`src/rtl/his_readout_fsm_if.sv`:
```
// ----------------------------------------------------------------------------
// his_readout_fsm_if
//   Valid/ready stream carrying histogram bin counts from the readout FSM to
//   the downstream data-formatting logic.
//
//   out_valid  master->slave  beat valid
//   out_ready  slave->master  beat accepted when high together with out_valid
//   out_data   master->slave  bin count
//   out_pixel  master->slave  pixel index
//   out_bin    master->slave  bin index within the pixel (upper bits 0)
//   out_last   master->slave  last bin of the current pixel
//   out_eof    master->slave  last bin of the last pixel
// ----------------------------------------------------------------------------
interface his_readout_fsm_if #(
    parameter int CNT_W  = 8,
    parameter int ADDR_W = 12
);
    logic              out_valid;
    logic              out_ready;
    logic [CNT_W-1:0]  out_data;
    logic [7:0]        out_pixel;
    logic [ADDR_W-1:0] out_bin;
    logic              out_last;
    logic              out_eof;

    modport master (
        output out_valid, out_data, out_pixel, out_bin, out_last, out_eof,
        input  out_ready
    );

    modport slave (
        input  out_valid, out_data, out_pixel, out_bin, out_last, out_eof,
        output out_ready
    );
endinterface

```
`src/rtl/his_readout_fsm.sv`:
```
// ----------------------------------------------------------------------------
// his_readout_fsm
//   Reader side of the histogram RAM. On a completed acquisition it walks the
//   frozen bank pixel by pixel, bin by bin, streams every bin count out on a
//   valid/ready stream and clears each bin once it has been accepted, leaving
//   the bank zeroed for the next bank swap.
//
//   Optional feature macro: HIS_PEAK_DETECT_EN adds a per-pixel peak reporter
//   (peak_valid / peak_bin / peak_count).
//
// Ports
//   clk        in   system clock, rising edge
//   res        in   asynchronous reset, active-low
//   start      in   1-cycle pulse: acquisition complete
//   his_num    in   bank just completed, latched on an accepted start
//   rd_en      out  RAM read strobe (data returns one cycle later)
//   rd_bank    out  bank select for read and clear
//   rd_addr    out  read address = pixel*BIN_NUM_PER_HIS + bin
//   rd_data    in   RAM read data
//   clr_en     out  RAM write strobe, writes 0 to clr_addr
//   clr_addr   out  address being cleared
//   out_if     ---  outgoing bin-count stream (master side)
//   busy       out  high from accepted start until the DONE cycle
//   done       out  1-cycle pulse after the final handshake
//   overrun    out  sticky: start seen while a readout was in progress
//   peak_*     out  (HIS_PEAK_DETECT_EN only) per-pixel maximum, pulsed with
//                   the out_last handshake; ties keep the lowest bin
// ----------------------------------------------------------------------------
module his_readout_fsm #(
    parameter int BIN_NUM_PER_HIS = 16,
    parameter int PIXEL_NUM       = 200,
    parameter int CNT_W           = 8,
    parameter int ADDR_W          = 12
) (
    input  logic              clk,
    input  logic              res,
    input  logic              start,
    input  logic              his_num,
    output logic              rd_en,
    output logic              rd_bank,
    output logic [ADDR_W-1:0] rd_addr,
    input  logic [CNT_W-1:0]  rd_data,
    output logic              clr_en,
    output logic [ADDR_W-1:0] clr_addr,
    his_readout_fsm_if.master out_if,
    output logic              busy,
    output logic              done,
`ifdef HIS_PEAK_DETECT_EN
    output logic              peak_valid,
    output logic [ADDR_W-1:0] peak_bin,
    output logic [CNT_W-1:0]  peak_count,
`endif
    output logic              overrun
);
    localparam int BIN_W = $clog2(BIN_NUM_PER_HIS);

    typedef enum logic [2:0] {
        S_IDLE,
        S_RD,
        S_CAP,
        S_SEND,
        S_DONE
    } state_t;

    state_t            state_q, state_d;
    logic              bank_q;
    logic [7:0]        pixel_q;
    logic [BIN_W-1:0]  bin_q;
    logic [CNT_W-1:0]  data_q;
    logic              overrun_q;
    logic              out_valid;
    logic              last_bin;
    logic              last_pixel;
    logic              handshake;
    logic [ADDR_W-1:0] cur_addr;

    assign last_bin   = (bin_q == BIN_W'(BIN_NUM_PER_HIS - 1));
    assign last_pixel = (pixel_q == 8'(PIXEL_NUM - 1));
    assign handshake  = out_valid && out_if.out_ready;
    assign cur_addr   = ADDR_W'(pixel_q) * ADDR_W'(BIN_NUM_PER_HIS) + ADDR_W'(bin_q);

    // NOTE: sequential state uses non-blocking assignments so every register
    // samples the pre-edge values of the others, independent of block order.
    always_ff @(posedge clk or negedge res) begin
        if (!res) state_q <= S_IDLE;
        else      state_q <= state_d;
    end

    // NOTE: every signal driven here gets a default first; a path that left
    // one unassigned would infer a latch.
    always_comb begin
        state_d   = state_q;
        rd_en     = 1'b0;
        clr_en    = 1'b0;
        busy      = 1'b0;
        done      = 1'b0;
        out_valid = 1'b0;
        unique case (state_q)
            S_IDLE: if (start) state_d = S_RD;
            S_RD: begin
                rd_en   = 1'b1;
                busy    = 1'b1;
                state_d = S_CAP;
            end
            S_CAP: begin
                busy    = 1'b1;
                state_d = S_SEND;
            end
            S_SEND: begin
                busy      = 1'b1;
                out_valid = 1'b1;
                // The bin is cleared in the very cycle it is accepted, so a
                // stalled beat never loses its count in RAM.
                if (out_if.out_ready) begin
                    clr_en  = 1'b1;
                    state_d = (last_bin && last_pixel) ? S_DONE : S_RD;
                end
            end
            S_DONE: begin
                done    = 1'b1;
                state_d = S_IDLE;
            end
            default: state_d = S_IDLE;
        endcase
    end

    // Counters and payload only move on an accepted start, in CAP, or on a
    // handshake, which keeps the stream payload stable while stalled.
    always_ff @(posedge clk or negedge res) begin
        if (!res) begin
            bank_q    <= 1'b0;
            pixel_q   <= '0;
            bin_q     <= '0;
            data_q    <= '0;
            overrun_q <= 1'b0;
        end else begin
            unique case (state_q)
                S_IDLE: begin
                    if (start) begin
                        bank_q    <= his_num;
                        pixel_q   <= '0;
                        bin_q     <= '0;
                        overrun_q <= 1'b0;
                    end
                end
                S_CAP: data_q <= rd_data;
                S_SEND: begin
                    if (out_if.out_ready && !(last_bin && last_pixel)) begin
                        if (last_bin) begin
                            bin_q   <= '0;
                            pixel_q <= pixel_q + 8'd1;
                        end else begin
                            bin_q <= bin_q + BIN_W'(1);
                        end
                    end
                end
                default: ;
            endcase
            if (start && state_q != S_IDLE) overrun_q <= 1'b1;
        end
    end

    assign rd_bank  = bank_q;
    assign rd_addr  = cur_addr;
    assign clr_addr = cur_addr;
    assign overrun  = overrun_q;

    assign out_if.out_valid = out_valid;
    assign out_if.out_data  = data_q;
    assign out_if.out_pixel = pixel_q;
    assign out_if.out_bin   = ADDR_W'(bin_q);
    // Sideband flags are qualified with valid so they read 0 between beats.
    assign out_if.out_last  = out_valid && last_bin;
    assign out_if.out_eof   = out_valid && last_bin && last_pixel;

`ifdef HIS_PEAK_DETECT_EN
    logic [BIN_W-1:0] trk_bin_q;
    logic [CNT_W-1:0] trk_cnt_q;
    logic             take_cur;
    logic [BIN_W-1:0] pk_bin;
    logic [CNT_W-1:0] pk_cnt;

    // Bin 0 always seeds the tracker; later bins replace it only when
    // strictly larger, so ties keep the lowest bin.
    assign take_cur = (bin_q == '0) || (data_q > trk_cnt_q);
    assign pk_bin   = take_cur ? bin_q  : trk_bin_q;
    assign pk_cnt   = take_cur ? data_q : trk_cnt_q;

    always_ff @(posedge clk or negedge res) begin
        if (!res) begin
            trk_bin_q <= '0;
            trk_cnt_q <= '0;
        end else if (handshake) begin
            trk_bin_q <= last_bin ? '0 : pk_bin;
            trk_cnt_q <= last_bin ? '0 : pk_cnt;
        end
    end

    assign peak_valid = handshake && last_bin;
    assign peak_bin   = peak_valid ? ADDR_W'(pk_bin) : '0;
    assign peak_count = peak_valid ? pk_cnt : '0;
`endif
endmodule
```
`src/flat_wrapper.sv`:
```
// flat-port wrapper written by rule: the top's interface ports become plain ports
module his_readout_fsm_flat 
#(
    parameter int BIN_NUM_PER_HIS = 16,
    parameter int PIXEL_NUM       = 200,
    parameter int CNT_W           = 8,
    parameter int ADDR_W          = 12
)
  (clk, res, start, his_num, rd_en, rd_bank, rd_addr, rd_data, clr_en, clr_addr, busy, done, overrun, out_if_out_valid, out_if_out_data, out_if_out_pixel, out_if_out_bin, out_if_out_last, out_if_out_eof, out_if_out_ready);
  his_readout_fsm_if #(.CNT_W(CNT_W), .ADDR_W(ADDR_W)) out_if_i ();
  input  logic clk;
  input  logic res;
  input  logic start;
  input  logic his_num;
  output logic rd_en;
  output logic rd_bank;
  output logic [ADDR_W-1:0] rd_addr;
  input  logic [CNT_W-1:0] rd_data;
  output logic clr_en;
  output logic [ADDR_W-1:0] clr_addr;
  output logic busy;
  output logic done;
  output logic overrun;
  output wire logic [$bits(out_if_i.out_valid)-1:0] out_if_out_valid;
  output wire logic [$bits(out_if_i.out_data)-1:0] out_if_out_data;
  output wire logic [$bits(out_if_i.out_pixel)-1:0] out_if_out_pixel;
  output wire logic [$bits(out_if_i.out_bin)-1:0] out_if_out_bin;
  output wire logic [$bits(out_if_i.out_last)-1:0] out_if_out_last;
  output wire logic [$bits(out_if_i.out_eof)-1:0] out_if_out_eof;
  input wire logic [$bits(out_if_i.out_ready)-1:0] out_if_out_ready;
  assign out_if_out_valid = out_if_i.out_valid;
  assign out_if_out_data = out_if_i.out_data;
  assign out_if_out_pixel = out_if_i.out_pixel;
  assign out_if_out_bin = out_if_i.out_bin;
  assign out_if_out_last = out_if_i.out_last;
  assign out_if_out_eof = out_if_i.out_eof;
  assign out_if_i.out_ready = out_if_out_ready;
  his_readout_fsm #(.BIN_NUM_PER_HIS(BIN_NUM_PER_HIS), .PIXEL_NUM(PIXEL_NUM), .CNT_W(CNT_W), .ADDR_W(ADDR_W)) u_core (.clk(clk), .res(res), .start(start), .his_num(his_num), .rd_en(rd_en), .rd_bank(rd_bank), .rd_addr(rd_addr), .rd_data(rd_data), .clr_en(clr_en), .clr_addr(clr_addr), .out_if(out_if_i), .busy(busy), .done(done), .overrun(overrun));
endmodule
```
`config.mk`:
```
export PLATFORM = sky130hd
export DESIGN_NAME = his_readout_fsm_flat
export DESIGN_NICKNAME = d
export VERILOG_FILES = /design/src/rtl/his_readout_fsm_if.sv /design/src/rtl/his_readout_fsm.sv /design/src/flat_wrapper.sv
export SDC_FILE = /design/constraint.sdc
export NUM_CORES = 1
export LEC_CHECK = 0
export BUFFER_PORTS_ARGS = -buffer_cell sky130_fd_sc_hd__buf_2
export CAP_MARGIN = 0
export CORE_ASPECT_RATIO = 1.1
export CORE_MARGIN = 3
export CORE_UTILIZATION = 50
export DETAILED_ROUTE_END_ITERATION = 12
export GPL_TIMING_DRIVEN = 0
export PLACE_DENSITY = 0.82
export SLEW_MARGIN = 40
export SYNTH_ARGS = -nofsm -noshare
export SYNTH_HDL_FRONTEND = slang
export SYNTH_SLANG_ARGS = --single-unit
```
`constraint.sdc`:
```
create_clock -name clk -period 3.4 [get_ports clk]
set_input_delay 0.17 -clock clk [delete_from_list [all_inputs] [get_ports clk]]
set_output_delay 0.17 -clock clk [all_outputs]
set_load 0.01 [all_outputs]
```
==> metrics.md <==
| Metric | Value |
|---|---|
| Outcome | completed |
| Total global routing overflow | 0 |
| Synth Register Bits | 25 |
| CP max FO | 6 |
| Gate power share | 54.6% |
| H-tree depth | 1 |
| Post-synthesis average cell area | 10.2 sq um |
| WS Path Type | flop to output pin |
| WL met3 | 221 um |
| Largest net degree at the start of global routing | 26 |
| Max stage delay on crit path | 0.48 ns |
| Critical-path cell list | ha_1 -> and4b_1 -> nand3_1 -> nor2_1 -> buf_2 |
| DR vias | 1256 |
| Fin Clk Skew | 0.00401 ns |
| Register area | 626 sq um |
| Worst min-delay path class | primary input to flop |
| First-pass GRT wire length | 4.68 mm |
| Worst rel slew slack | 63.6% |
| CP startpoint | u_core.out_if.out_pixel[0]$_DFFE_PN0P_ |
| NumNets Final | 245 |
| Top sig layer | met4 |
| RSZ-0062 raised after global routing | no |
| Area Overhead vs Synth | 27.6% |
| Vias per cell | 4.79 |
| DIE WIDTH | 59.1 um |
| Synth warnings | 0 |
| Fmax achieved | 512 MHz |
| Clock Latency Late Sink | 0.31 ns |
| Compound-cell area share of the yosys netlist | 8.38% |
| # IOs | 74 |
| Share of cells above drive strength 1 | 54.1% |
| Post-Synth XOR/XNOR Area | 1.13% |
| Hold Vio Cnt, Final | 0 |
| Worst EP arrival | 1.78 ns |
| DRT Pass-1 Iters | 4 |
| Setup TNS | 0 ns |
| Register area share after synthesis | 40.3% |
| Core Footprint | 2880 sq um |
| Clock share of power | 9.3% |
| Antenna Diode Count | 0 |
| Post-Syn Instances | 152 |
| Seq pwr share | 36.1% |
| CP max stage cell | dfrtp_1 |
| Post-synth EDFFs | 0 |
| Ys async rst share | 100% |
| Final std cells w/o fill | 262 |
| P_int | 835 uW |
| ANT nets after route | 0 |
| GP Congestion | 0.767 |
| CTS tree | built |
| Core Rows | 20 |
| Worst flop-to-flop path startpoint | u_core.out_if.out_pixel[0]$_DFFE_PN0P_ |
| DP HPWL | 2.36 mm |
| Tmin final | 1.95 ns |
| Tot GR Track Use | 15.7% |
| CTS Buf Count | 3 |
| Switching share of power | 39.0% |
| LEAKAGE | 1.08 nW |
| Post-Syn Area | 1550 sq um |
| Fin. max-slew vios | 0 |
| Startpoint types | flop |
| Die height | 64.4 um |
| Setup Viol. Count Final | 0 |
| Fraction of the cycle the final worst path needs | 57.5% |
| Initial Util | 54.0% |
| Post-CTS setup buffer count | 0 |
| Net Switching | 534 uW |
| Overall Power | 1.37 mW |
| CTS root buf | clkbuf_4 |
| Primary FF master, synth | dfrtp_1 |
| WHS | 0.0404 ns |
| Simple-gate area share of the yosys netlist | 20.9% |
| Iteration-0 DRC Markers | 21 |
| Met2 wire length | 1.45 mm |
| Metal1 wirelength | 1.26 mm |
| CP Data Required Time | 3.23 ns |
| Main combinational cell family by area after synthesis | simple AND/OR/NAND/NOR gates |
| Mux share of post-synthesis cell area | 9.35% |
| Kind of end point of the critical path | output pin |
| Max Cap Viol | 0 |
| Drt wl/cell | 11.4 um |
| Area share of fa/ha/maj cells after synthesis | 1.61% |
| PD cells | 691 nW/um^2 |
| Largest delay share family, worst path | simple AND/OR/NAND/NOR gates |
| PortBufs | 65 |
| Initial antenna violation count | 0 |
| Hold path start | his_num |
| Total wire length | 2.98 mm |
| Vias in the first global route | 1065 |
| Maximum VDD drop | 0.548 mV |
| Placed Cells incl. Taps | 257 |
| Crit path buffers/inverters | 1 |
| Synth unique cells | 40 |
| Die area | 3810 sq um |
| CTS max path bufs | 2 |
| CTS clk-pin slew, worst paths | 0.13 ns |
| Slew of the pin with the lowest slew margin | 0.545 ns |
| DR DRC count | 0 |
| Clock sinks | 25 |
| Fillers | 242 |
| Final core area utilization | 68.9% |
| Flop2flop setup slack | 1.63 ns |
| Multi-input gate area | 672 sq um |
[synthesized netlist by cell type (2+ instances only)]
| master | instances | area share [%] |
|---|---|---|
| a21oi_1 | 2 | 0.64 |
| mux2i_1 | 4 | 2.6 |
| o21ai_0 | 5 | 1.6 |
| o22a_1 | 3 | 1.7 |
| xnor2_1 | 2 | 1.1 |
| nor3_1 | 4 | 1.3 |
| buf_6 | 2 | 1.5 |
| dfrtp_1 | 25 | 40 |
| a32o_1 | 2 | 1.3 |
| mux2_2 | 8 | 5.8 |
| nand3_1 | 6 | 1.9 |
| nor3b_1 | 2 | 0.97 |
| ha_1 | 2 | 1.6 |
| nand2_1 | 18 | 4.4 |
| nor2_1 | 10 | 2.4 |
| buf_4 | 32 | 15 |
| nand2_4 | 2 | 1.5 |
[cell usage in the layout, fill, tap and decap left out, types with 2 or more instances in the layout]
cell,count
a32o_1,2
nor2_1,10
conb_1,8
mux2i_1,4
clkbuf_4,3
nand2_1,18
xnor2_1,2
buf_2,65
a21oi_1,2
dfrtp_1,25
ha_1,2
buf_4,32
nand2_4,2
nor3_1,4
o21ai_0,5
mux2_2,8
o22a_1,3
nor3b_1,2
buf_6,2
nand3_1,6
[power groups by stage]
stage          combinational [mW]  sequential (mW)  clock (mW)
5_1_grt                     0.817            0.516       0.143
4_1_cts                     0.760            0.496       0.134
3_5_place_dp                0.758            0.504           0
6_report                    0.747            0.495       0.127
3_3_place_gp                0.745            0.499           0
2_1_floorplan               0.476            0.537           0
[metal layers]
layer  vias up  global-route usage [%]
met3         4                    2.59
met1       571                    19.3
met5         -                       0
li1        634                       -
met2        47                    27.1
met4         0                    5.95
[path summary, 6_finish.rpt]
| path | endpoint | cells past startpoint |
|---|---|---|
| setup / recovery | out_if_out_eof | 5 |
| hold / removal | u_core.rd_bank$_DFFE_PN0P_ | 3 |
| setup reg to reg | u_core.out_if.out_pixel[0]$_DFFE_PN0P_ | 5 |
| hold reg to reg | u_core.rd_bank$_DFFE_PN0P_ | 2 |
| max in group asynchronous | u_core.out_if.out_data[0]$_DFFE_PN0P_ | 2 |
| min in group asynchronous | u_core.out_if.out_data[2]$_DFFE_PN0P_ | 2 |
[what timing repair did]
action	4_1_cts	5_1_grt
resized for setup	0	0
hold buffers	1	0
hold endpoints to repair	25	0
[worst reg2reg max path: cells and delay by family (launching register included)]
family,cells,cell delay [ns]
flip-flops,1,0.47
AO/OA/AOI/OAI,2,0.42
multiplexers,1,0.28
adder cells (fa/ha/maj),1,0.27
AND/OR/NAND/NOR,1,0.23
[metrics by stage]
step / area (sq um) / setup WS (ns)
global placement: 1950 / 1.65
CTS: 1980 / 1.43
finish: 1980 / 1.45
floorplan: 1580 / 1.77
global route: 1980 / 1.28
detailed placement: 1950 / 1.66
[registers in the layout, summed over array words and instances (netlist names)]
signal,cells
u_core.out_if.out_data,8
u_core.state_q,3
u_core.rd_bank,1
u_core.out_if.out_pixel,8
u_core.bin_q,4
u_core.overrun,1
[layout make-up]
class / count / area share, %
Sequential cell: 25 / 31.6
Multi-Input combinational cell: 97 / 33.9
Timing Repair Buffer: 66 / 16.9
Buffer: 34 / 13.3
Tap cell: 33 / 2.08
Inverter: 3 / 0.947
Clock buffer: 4 / 1.33
[cell families after synthesis]
| logic type | count (synthesis) |
|---|---|
| simple gates | 54 |
| buf+inv | 37 |
| flops | 25 |
| compound gates | 18 |
| mux | 13 |
| fa+ha+maj | 2 |
| xor+xnor | 2 |
| other cells | 1 |
(Power assumes the default switching activity.)
